<file path="src/rtl/tx_frame_scheduler_if.sv">
// tx_frame_scheduler_if: request, word-stream, config and tx-chain signals of the frame scheduler.
interface tx_frame_scheduler_if #(
  parameter int NUM_W = 8,
  parameter int TO_W  = 24,
  parameter int GAP_W = 16
);
  logic [1:0]       req;
  logic [NUM_W-1:0] req_num0;
  logic [NUM_W-1:0] req_num1;
  logic [1:0]       gnt;
  logic [31:0]      s0_data;
  logic             s0_valid;
  logic             s0_ready;
  logic [31:0]      s1_data;
  logic             s1_valid;
  logic             s1_ready;
  logic [GAP_W-1:0] cfg_gap;
  logic [TO_W-1:0]  cfg_timeout;
  logic [31:0]      tx_data;
  logic             tx_valid;
  logic [31:0]      tx_data_num;
  logic             tx_start;
  logic             tx_end_pulse;
  logic             tx_abort;
  logic             busy;
  logic             active_src;
  logic             done;
  logic             timeout_err;
  modport slave (
    input  req, req_num0, req_num1, s0_data, s0_valid, s1_data, s1_valid,
           cfg_gap, cfg_timeout, tx_end_pulse,
    output gnt, s0_ready, s1_ready, tx_data, tx_valid, tx_data_num, tx_start,
           tx_abort, busy, active_src, done, timeout_err
  );
  modport master (
    output req, req_num0, req_num1, s0_data, s0_valid, s1_data, s1_valid,
           cfg_gap, cfg_timeout, tx_end_pulse,
    input  gnt, s0_ready, s1_ready, tx_data, tx_valid, tx_data_num, tx_start,
           tx_abort, busy, active_src, done, timeout_err
  );
endinterface

</file>
<file path="src/rtl/tx_frame_scheduler.sv">
// tx_frame_scheduler: round-robin grant of two word streams into the tx FIFO, then start,
// wait for end-of-transmission with timeout, and hold an inter-frame gap.
module tx_frame_scheduler #(
  parameter int NUM_W = 8,
  parameter int TO_W  = 24,
  parameter int GAP_W = 16
) (
  input  logic                  clk,
  input  logic                  rst_n,
  tx_frame_scheduler_if.slave   bus
);
  typedef enum logic [2:0] {IDLE, LOAD, START, WAIT_END, GAP, ZERO} state_t;
  state_t           state_q, state_d;
  logic             last_src_q, last_src_d;
  logic             active_src_q, active_src_d;
  logic [NUM_W-1:0] num_q, num_d;
  logic [NUM_W-1:0] cnt_q, cnt_d;
  logic [GAP_W-1:0] gap_q, gap_d;
  logic [GAP_W-1:0] gcnt_q, gcnt_d;
  logic [TO_W-1:0]  to_q, to_d;
  logic [TO_W-1:0]  tcnt_q, tcnt_d;
  logic [1:0]       gnt_q, gnt_d;
  logic [1:0]       ready_q, ready_d;
  logic [31:0]      tx_data_q, tx_data_d;
  logic [31:0]      tx_data_num_q, tx_data_num_d;
  logic             tx_valid_q, tx_valid_d;
  logic             tx_start_q, tx_start_d;
  logic             tx_abort_q, tx_abort_d;
  logic             busy_q, busy_d;
  logic             done_q, done_d;
  logic             timeout_err_q, timeout_err_d;
  logic             win;
  logic [NUM_W-1:0] win_num;
  logic             hs;
  logic [31:0]      word;
  // On a tie the source that did not win last time is served.
  assign win     = (bus.req == 2'b11) ? ~last_src_q : bus.req[1];
  assign win_num = win ? bus.req_num1 : bus.req_num0;
  assign hs      = active_src_q ? (ready_q[1] & bus.s1_valid) : (ready_q[0] & bus.s0_valid);
  assign word    = active_src_q ? bus.s1_data : bus.s0_data;
  always_comb begin
    state_d       = state_q;
    last_src_d    = last_src_q;
    active_src_d  = active_src_q;
    num_d         = num_q;
    cnt_d         = cnt_q;
    gap_d         = gap_q;
    gcnt_d        = gcnt_q;
    to_d          = to_q;
    tcnt_d        = tcnt_q;
    ready_d       = ready_q;
    tx_data_d     = tx_data_q;
    tx_data_num_d = tx_data_num_q;
    gnt_d         = 2'b00;
    tx_valid_d    = 1'b0;
    tx_start_d    = 1'b0;
    tx_abort_d    = 1'b0;
    done_d        = 1'b0;
    timeout_err_d = 1'b0;
    unique case (state_q)
      IDLE: if (|bus.req) begin
        gnt_d         = win ? 2'b10 : 2'b01;
        active_src_d  = win;
        last_src_d    = win;
        num_d         = win_num;
        gap_d         = bus.cfg_gap;
        to_d          = bus.cfg_timeout;
        tx_data_num_d = {{(32-NUM_W){1'b0}}, win_num};
        cnt_d         = '0;
        ready_d       = (win_num == '0) ? 2'b00 : (win ? 2'b10 : 2'b01);
        state_d       = (win_num == '0) ? ZERO : LOAD;
      end
      // ready is dropped on the accept of the final word so no extra handshake slips in.
      LOAD: if (hs) begin
        tx_valid_d = 1'b1;
        tx_data_d  = word;
        cnt_d      = cnt_q + 1'b1;
        if (cnt_q == num_q - 1'b1) begin
          ready_d = 2'b00;
          state_d = START;
        end
      end
      START: begin
        tx_start_d = 1'b1;
        tcnt_d     = '0;
        state_d    = WAIT_END;
      end
      WAIT_END: if (bus.tx_end_pulse) begin
        done_d  = 1'b1;
        gcnt_d  = '0;
        state_d = GAP;
      end else if (to_q != '0 && tcnt_q == to_q - 1'b1) begin
        timeout_err_d = 1'b1;
        tx_abort_d    = 1'b1;
        gcnt_d        = '0;
        state_d       = GAP;
      end else begin
        tcnt_d = tcnt_q + TO_W'(~&tcnt_q);
      end
      GAP: if (gap_q == '0 || gcnt_q == gap_q - 1'b1) state_d = IDLE;
           else gcnt_d = gcnt_q + 1'b1;
      ZERO: begin
        done_d  = 1'b1;
        state_d = IDLE;
      end
      default: state_d = IDLE;
    endcase
    busy_d = state_d != IDLE;
  end
  always_ff @(posedge clk or negedge rst_n) begin
    if (!rst_n) begin
      state_q       <= IDLE;
      last_src_q    <= 1'b1;
      active_src_q  <= 1'b0;
      num_q         <= '0;
      cnt_q         <= '0;
      gap_q         <= '0;
      gcnt_q        <= '0;
      to_q          <= '0;
      tcnt_q        <= '0;
      gnt_q         <= 2'b00;
      ready_q       <= 2'b00;
      tx_data_q     <= '0;
      tx_data_num_q <= '0;
      tx_valid_q    <= 1'b0;
      tx_start_q    <= 1'b0;
      tx_abort_q    <= 1'b0;
      busy_q        <= 1'b0;
      done_q        <= 1'b0;
      timeout_err_q <= 1'b0;
    end else begin
      state_q       <= state_d;
      last_src_q    <= last_src_d;
      active_src_q  <= active_src_d;
      num_q         <= num_d;
      cnt_q         <= cnt_d;
      gap_q         <= gap_d;
      gcnt_q        <= gcnt_d;
      to_q          <= to_d;
      tcnt_q        <= tcnt_d;
      gnt_q         <= gnt_d;
      ready_q       <= ready_d;
      tx_data_q     <= tx_data_d;
      tx_data_num_q <= tx_data_num_d;
      tx_valid_q    <= tx_valid_d;
      tx_start_q    <= tx_start_d;
      tx_abort_q    <= tx_abort_d;
      busy_q        <= busy_d;
      done_q        <= done_d;
      timeout_err_q <= timeout_err_d;
    end
  end
  assign bus.gnt         = gnt_q;
  assign bus.s0_ready    = ready_q[0];
  assign bus.s1_ready    = ready_q[1];
  assign bus.tx_data     = tx_data_q;
  assign bus.tx_valid    = tx_valid_q;
  assign bus.tx_data_num = tx_data_num_q;
  assign bus.tx_start    = tx_start_q;
  assign bus.tx_abort    = tx_abort_q;
  assign bus.busy        = busy_q;
  assign bus.active_src  = active_src_q;
  assign bus.done        = done_q;
  assign bus.timeout_err = timeout_err_q;
endmodule

</file>
<file path="src/flat_wrapper.sv">
// flat-port wrapper written by rule: the top's interface ports become plain ports
module tx_frame_scheduler_flat 
#(
  parameter int NUM_W = 8,
  parameter int TO_W  = 24,
  parameter int GAP_W = 16
)
  (clk, rst_n, bus_req, bus_req_num0, bus_req_num1, bus_s0_data, bus_s0_valid, bus_s1_data, bus_s1_valid, bus_cfg_gap, bus_cfg_timeout, bus_tx_end_pulse, bus_gnt, bus_s0_ready, bus_s1_ready, bus_tx_data, bus_tx_valid, bus_tx_data_num, bus_tx_start, bus_tx_abort, bus_busy, bus_active_src, bus_done, bus_timeout_err);
  tx_frame_scheduler_if #(.NUM_W(NUM_W), .TO_W(TO_W), .GAP_W(GAP_W)) bus_i ();
  input  logic clk;
  input  logic rst_n;
  input wire logic [$bits(bus_i.req)-1:0] bus_req;
  input wire logic [$bits(bus_i.req_num0)-1:0] bus_req_num0;
  input wire logic [$bits(bus_i.req_num1)-1:0] bus_req_num1;
  input wire logic [$bits(bus_i.s0_data)-1:0] bus_s0_data;
  input wire logic [$bits(bus_i.s0_valid)-1:0] bus_s0_valid;
  input wire logic [$bits(bus_i.s1_data)-1:0] bus_s1_data;
  input wire logic [$bits(bus_i.s1_valid)-1:0] bus_s1_valid;
  input wire logic [$bits(bus_i.cfg_gap)-1:0] bus_cfg_gap;
  input wire logic [$bits(bus_i.cfg_timeout)-1:0] bus_cfg_timeout;
  input wire logic [$bits(bus_i.tx_end_pulse)-1:0] bus_tx_end_pulse;
  output wire logic [$bits(bus_i.gnt)-1:0] bus_gnt;
  output wire logic [$bits(bus_i.s0_ready)-1:0] bus_s0_ready;
  output wire logic [$bits(bus_i.s1_ready)-1:0] bus_s1_ready;
  output wire logic [$bits(bus_i.tx_data)-1:0] bus_tx_data;
  output wire logic [$bits(bus_i.tx_valid)-1:0] bus_tx_valid;
  output wire logic [$bits(bus_i.tx_data_num)-1:0] bus_tx_data_num;
  output wire logic [$bits(bus_i.tx_start)-1:0] bus_tx_start;
  output wire logic [$bits(bus_i.tx_abort)-1:0] bus_tx_abort;
  output wire logic [$bits(bus_i.busy)-1:0] bus_busy;
  output wire logic [$bits(bus_i.active_src)-1:0] bus_active_src;
  output wire logic [$bits(bus_i.done)-1:0] bus_done;
  output wire logic [$bits(bus_i.timeout_err)-1:0] bus_timeout_err;
  assign bus_i.req = bus_req;
  assign bus_i.req_num0 = bus_req_num0;
  assign bus_i.req_num1 = bus_req_num1;
  assign bus_i.s0_data = bus_s0_data;
  assign bus_i.s0_valid = bus_s0_valid;
  assign bus_i.s1_data = bus_s1_data;
  assign bus_i.s1_valid = bus_s1_valid;
  assign bus_i.cfg_gap = bus_cfg_gap;
  assign bus_i.cfg_timeout = bus_cfg_timeout;
  assign bus_i.tx_end_pulse = bus_tx_end_pulse;
  assign bus_gnt = bus_i.gnt;
  assign bus_s0_ready = bus_i.s0_ready;
  assign bus_s1_ready = bus_i.s1_ready;
  assign bus_tx_data = bus_i.tx_data;
  assign bus_tx_valid = bus_i.tx_valid;
  assign bus_tx_data_num = bus_i.tx_data_num;
  assign bus_tx_start = bus_i.tx_start;
  assign bus_tx_abort = bus_i.tx_abort;
  assign bus_busy = bus_i.busy;
  assign bus_active_src = bus_i.active_src;
  assign bus_done = bus_i.done;
  assign bus_timeout_err = bus_i.timeout_err;
  tx_frame_scheduler #(.NUM_W(NUM_W), .TO_W(TO_W), .GAP_W(GAP_W)) u_core (.clk(clk), .rst_n(rst_n), .bus(bus_i));
endmodule
</file>
<file path="config.mk">
export PLATFORM = sky130hd
export DESIGN_NAME = tx_frame_scheduler_flat
export DESIGN_NICKNAME = d
export VERILOG_FILES = /design/src/rtl/tx_frame_scheduler_if.sv /design/src/rtl/tx_frame_scheduler.sv /design/src/flat_wrapper.sv
export SDC_FILE = /design/constraint.sdc
export NUM_CORES = 1
export LEC_CHECK = 0
export BUFFER_PORTS_ARGS = -buffer_cell sky130_fd_sc_hd__clkbuf_2
export CAP_MARGIN = 20
export CORE_MARGIN = 8
export CORE_UTILIZATION = 45
export DETAILED_ROUTE_END_ITERATION = 6
export PLACE_DENSITY = 0.69
export RECOVER_POWER = 25
export SYNTH_ARGS = -nofsm -noshare
export SYNTH_HDL_FRONTEND = slang
export SYNTH_SLANG_ARGS = --single-unit
</file>
<file path="constraint.sdc">
create_clock -name clk -period 6.1 [get_ports clk]
set_input_delay 1.22 -clock clk [delete_from_list [all_inputs] [get_ports clk]]
set_output_delay 1.22 -clock clk [all_outputs]
set_load 0.02 [all_outputs]
</file>
==> flow_metrics.py <==
metrics = {
    "outcome": {
        "outcome": "completed",
    },
    "min_path": {
        "hold_class": "reg -> reg",
    },
    "placement": {
        "portBuffers": 177,
        "place.gp.congestion": 0.829,
        "dp.final_hpwl_mm": 16.3,
        "dp_cells": 1290,
    },
    "power_and_ir_drop": {
        "peakVddDrop_mv": 0.264,
        "p_leak_nw": 4.65,
        "powerDensity_mw_per_mm2": 449,
        "p_sw_w": 0.00181,
        "p_seq_frac": 0.373,
        "p_int_w": 0.00261,
        "power_switching_share": 0.410,
        "power_frac_clock": 0.246,
        "pwr-share-comb": 0.381,
    },
    "logic_synthesis": {
        "ys_ff_latch": 142,
        "synth_xor_area_frac": 0.0971,
        "ys_types": 68,
        "synth_top_area_frac": 0.425,
        "synth_top_family_by_area": "simple AND/OR/NAND/NOR gates",
        "synth.largest_area_cell": "dfrtp_1",
        "synthCells": 934,
        "synthFlopType": "dfrtp_1",
        "synth-edff-count": 0,
        "synth_fa_ha_area_frac": 0.0121,
        "yosysSeqAreaShare": 0.428,
        "async_flop_share": 1.00,
        "postSynthAreaPerCell_um2": 8.88,
        "yosys_warnings": 0,
        "synth-simple-area-share": 0.248,
        "synth.area.top_cells": "dfrtp_1 43%, nand2_1 7.1%, mux2i_1 5.8%",
        "synthMuxAreaShare": 0.0642,
        "synth_compound_area_frac": 0.0949,
        "netlist_area_mm2": 0.00830,
    },
    "route": {
        "drt_first_pass_iters": 4,
        "routedWlPerCell_um": 16.4,
        "routed_wl_mm": 21.7,
        "drtIter0Drc": 376,
        "route.vias.total": 6927,
        "vias_per_cell": 5.24,
        "post-route-drc-count": 0,
        "drtAntennaViolNets": 0,
    },
    "cells_and_area": {
        "fin_cells": 1323,
        "final_layout_size_suffix_gt1_frac": 0.219,
        "layout_commonest_cell": "clkbuf_2",
        "final_nets": 1216,
        "final_cell_mix": "175 x clkbuf_2, 158 x nand2_1, 140 x dfrtp_1, 88 x nor2_1, 48 x mux2i_1",
        "area_growth_pct": 18.8,
        "antennaDiodeCount": 0,
        "post-route-util": 0.547,
    },
    "worst_setup_path": {
        "cp-start-kind": "flip-flop",
        "cp_slowest_cell": "a21oi_4",
        "cp-end-kind": "flip-flop",
        "cp_cell_sequence": "inv_1 -> ha_1 -> nor2b_1 -> and3_1 -> nor4b_1 -> a31oi_1 -> nor4b_2 -> nand4_4 -> a21oi_4 -> nor2_2 -> mux2_4",
        "crit_type": "reg -> reg",
        "required_ns": 6.41,
        "path_max_fanout": 15,
        "worst_ep_arrival_time_ns": 3.81,
        "rrSetupSlack_ns": 2.61,
        "cpPeakStageDelay_ns": 0.48,
    },
    "global_route": {
        "grt_remaining_overflow": 0,
        "grt_util_all_layers": 0.193,
        "grt_pass1_wl_mm": 35.0,
        "antenna_found_initial": 1,
        "grt_pass1_vias": 6921,
        "grt_max_degree": 92,
    },
    "sta": {
        "worstMarginPinSlew_ns": 0.895,
        "slew_headroom": 0.403,
        "timing.final.crit_period_ns": 3.49,
        "fmax_mhz": 286,
        "finalMaxSlewViolations": 0,
        "period_share": 0.573,
        "skew_ns": 0.0134,
        "setup_tns_ns": 0,
        "rsz0062_at_grt": "false",
        "finalHoldViolations": 0,
        "hold_ws_ns": 0.513,
        "setup_viol": 0,
    },
    "die": {
        "start_util": 0.460,
        "die_w_um": 152,
        "coreArea_mm2": 0.0180,
        "die_h_um": 152,
        "rows": 49,
        "dieArea_mm2": 0.0230,
        "io_pins": 202,
    },
    "clock_tree": {
        "root_buffer": "clkbuf_16",
        "insertion_delay_ns": 0.43,
        "cts_max_path_buffers": 2,
        "htree_num_levels": 4,
        "ctsResizeCount": 0,
        "ctsHoldBuffers": 0,
        "path_clk_slew_ns": 0.06,
        "clkSinkCount": 142,
        "post_cts_buffers": 0,
        "tritoncts": "yes",
        "numCtsBuffers": 17,
    },
    "flow_run": {
        "cap_violations": 0,
    },
}
-- cell type report --
class | count | area (um2)
Multi-Input combinational cell | 721 | 4390
Clock buffer | 18 | 439
Sequential cell | 142 | 3560
Inverter | 17 | 63.8
Fill cell | 1662 | 8170
Timing Repair Buffer | 182 | 941
Clock inverter | 14 | 181
Tap cell | 229 | 287
-- layer usage --
layer | GRT usage | vias to the layer above | wire, um | share of wire
li1 | - | 3455 | - | -
met2 | 0.284 | 211 | 9530 | 0.44
met5 | 0 | - | 13 | 0.00060
met3 | 0.0529 | 15 | 1540 | 0.071
met1 | 0.269 | 3244 | 10500 | 0.48
met4 | 0.0642 | 2 | 196 | 0.0090
-- critical path: cells and delay by family, from the launching register on --
kind	cells	cell delay, ns
AO/OA/AOI/OAI	2	0.59
buffers and inverters	1	0.08
flip-flops	1	0.41
multiplexers	1	0.33
adder cells (fa/ha/maj)	1	0.18
AND/OR/NAND/NOR	6	1.79
-- kinds of logic after synthesis --
| group | Yosys count |
|---|---|
| and+or+nand+nor | 418 |
| DFF | 142 |
| AOI/OAI and AO/OA | 127 |
| buffers and inverters | 94 |
| xor gates and xnor gates | 92 |
| muxes | 52 |
| adders and majority gates | 8 |
| other | 1 |
-- Yosys cell counts, types with 2 or more instances --
master	number
inv_1	16
nor2_1	88
nor4_1	12
and3_1	15
or4_1	7
nand4_1	25
nand2b_1	9
a21oi_1	47
xor2_1	45
a21o_1	4
nand4b_1	3
buf_4	26
o21ai_0	34
nor4b_1	2
or3_1	10
o31ai_1	4
and2_1	6
nor3b_1	2
ha_1	8
clkbuf_1	38
a2111oi_0	3
mux2_4	2
mux2i_1	48
nor2b_1	5
buf_2	4
nor4_4	2
nand3b_1	4
o311ai_0	2
a31oi_1	6
nor3_1	24
a211oi_1	2
dfrtp_1	141
nand2_1	158
buf_1	8
nor4_2	4
a211o_1	3
o211ai_1	4
nand3_1	32
o21a_1	5
mux2_2	2
xnor2_1	47
-- state kept, by name (all words and copies together) (netlist names), 2 cells and up --
| name | count |
|---|---|
| u_core.bus.tx_data | 32 |
| u_core.tcnt_q | 24 |
| u_core.to_q | 24 |
| u_core.gap_q | 16 |
| u_core.gcnt_q | 16 |
| u_core.cnt_q | 8 |
| u_core.num_q | 8 |
| u_core.state_q | 3 |
| u_core.bus.gnt | 2 |
| u_core.ready_q | 2 |
-- worst paths after layout --
check,start,endpoint,depth (start not counted)
setup / recovery,u_core.to_q[0],u_core.gcnt_q[0],11
hold / removal,u_core.last_src_q,u_core.last_src_q,1
setup reg to reg,u_core.to_q[0],u_core.gcnt_q[0],11
hold reg to reg,u_core.last_src_q,u_core.last_src_q,1
max in group asynchronous,rst_n,u_core.bus.tx_start,2
min in group asynchronous,rst_n,u_core.bus.tx_data[15],1
-- power by group through the flow --
| stage | Combinational, W | Clock (W) | Sequential, W |
|---|---|---|---|
| global route | 0.00188 | 0.00115 | 0.00171 |
| CTS | 0.00169 | 0.00111 | 0.00165 |
| floorplan | 0.00118 | 0 | 0.00165 |
| finish | 0.00168 | 0.00109 | 0.00165 |
| global placement | 0.00166 | 0 | 0.00164 |
| detailed placement | 0.00168 | 0 | 0.00165 |
-- per-stage QoR --
stage | setup slack (ns) | power [W] | cell area, um2
finish | 2.61 | 0.00442 | 9860
floorplan | 3.26 | 0.00283 | 8380
global placement | 2.69 | 0.00330 | 9220
global route | 2.34 | 0.00474 | 9860
detailed placement | 2.59 | 0.00333 | 9220
CTS | 2.58 | 0.00445 | 9840
Note: power is estimated with default switching activity, not from simulation.
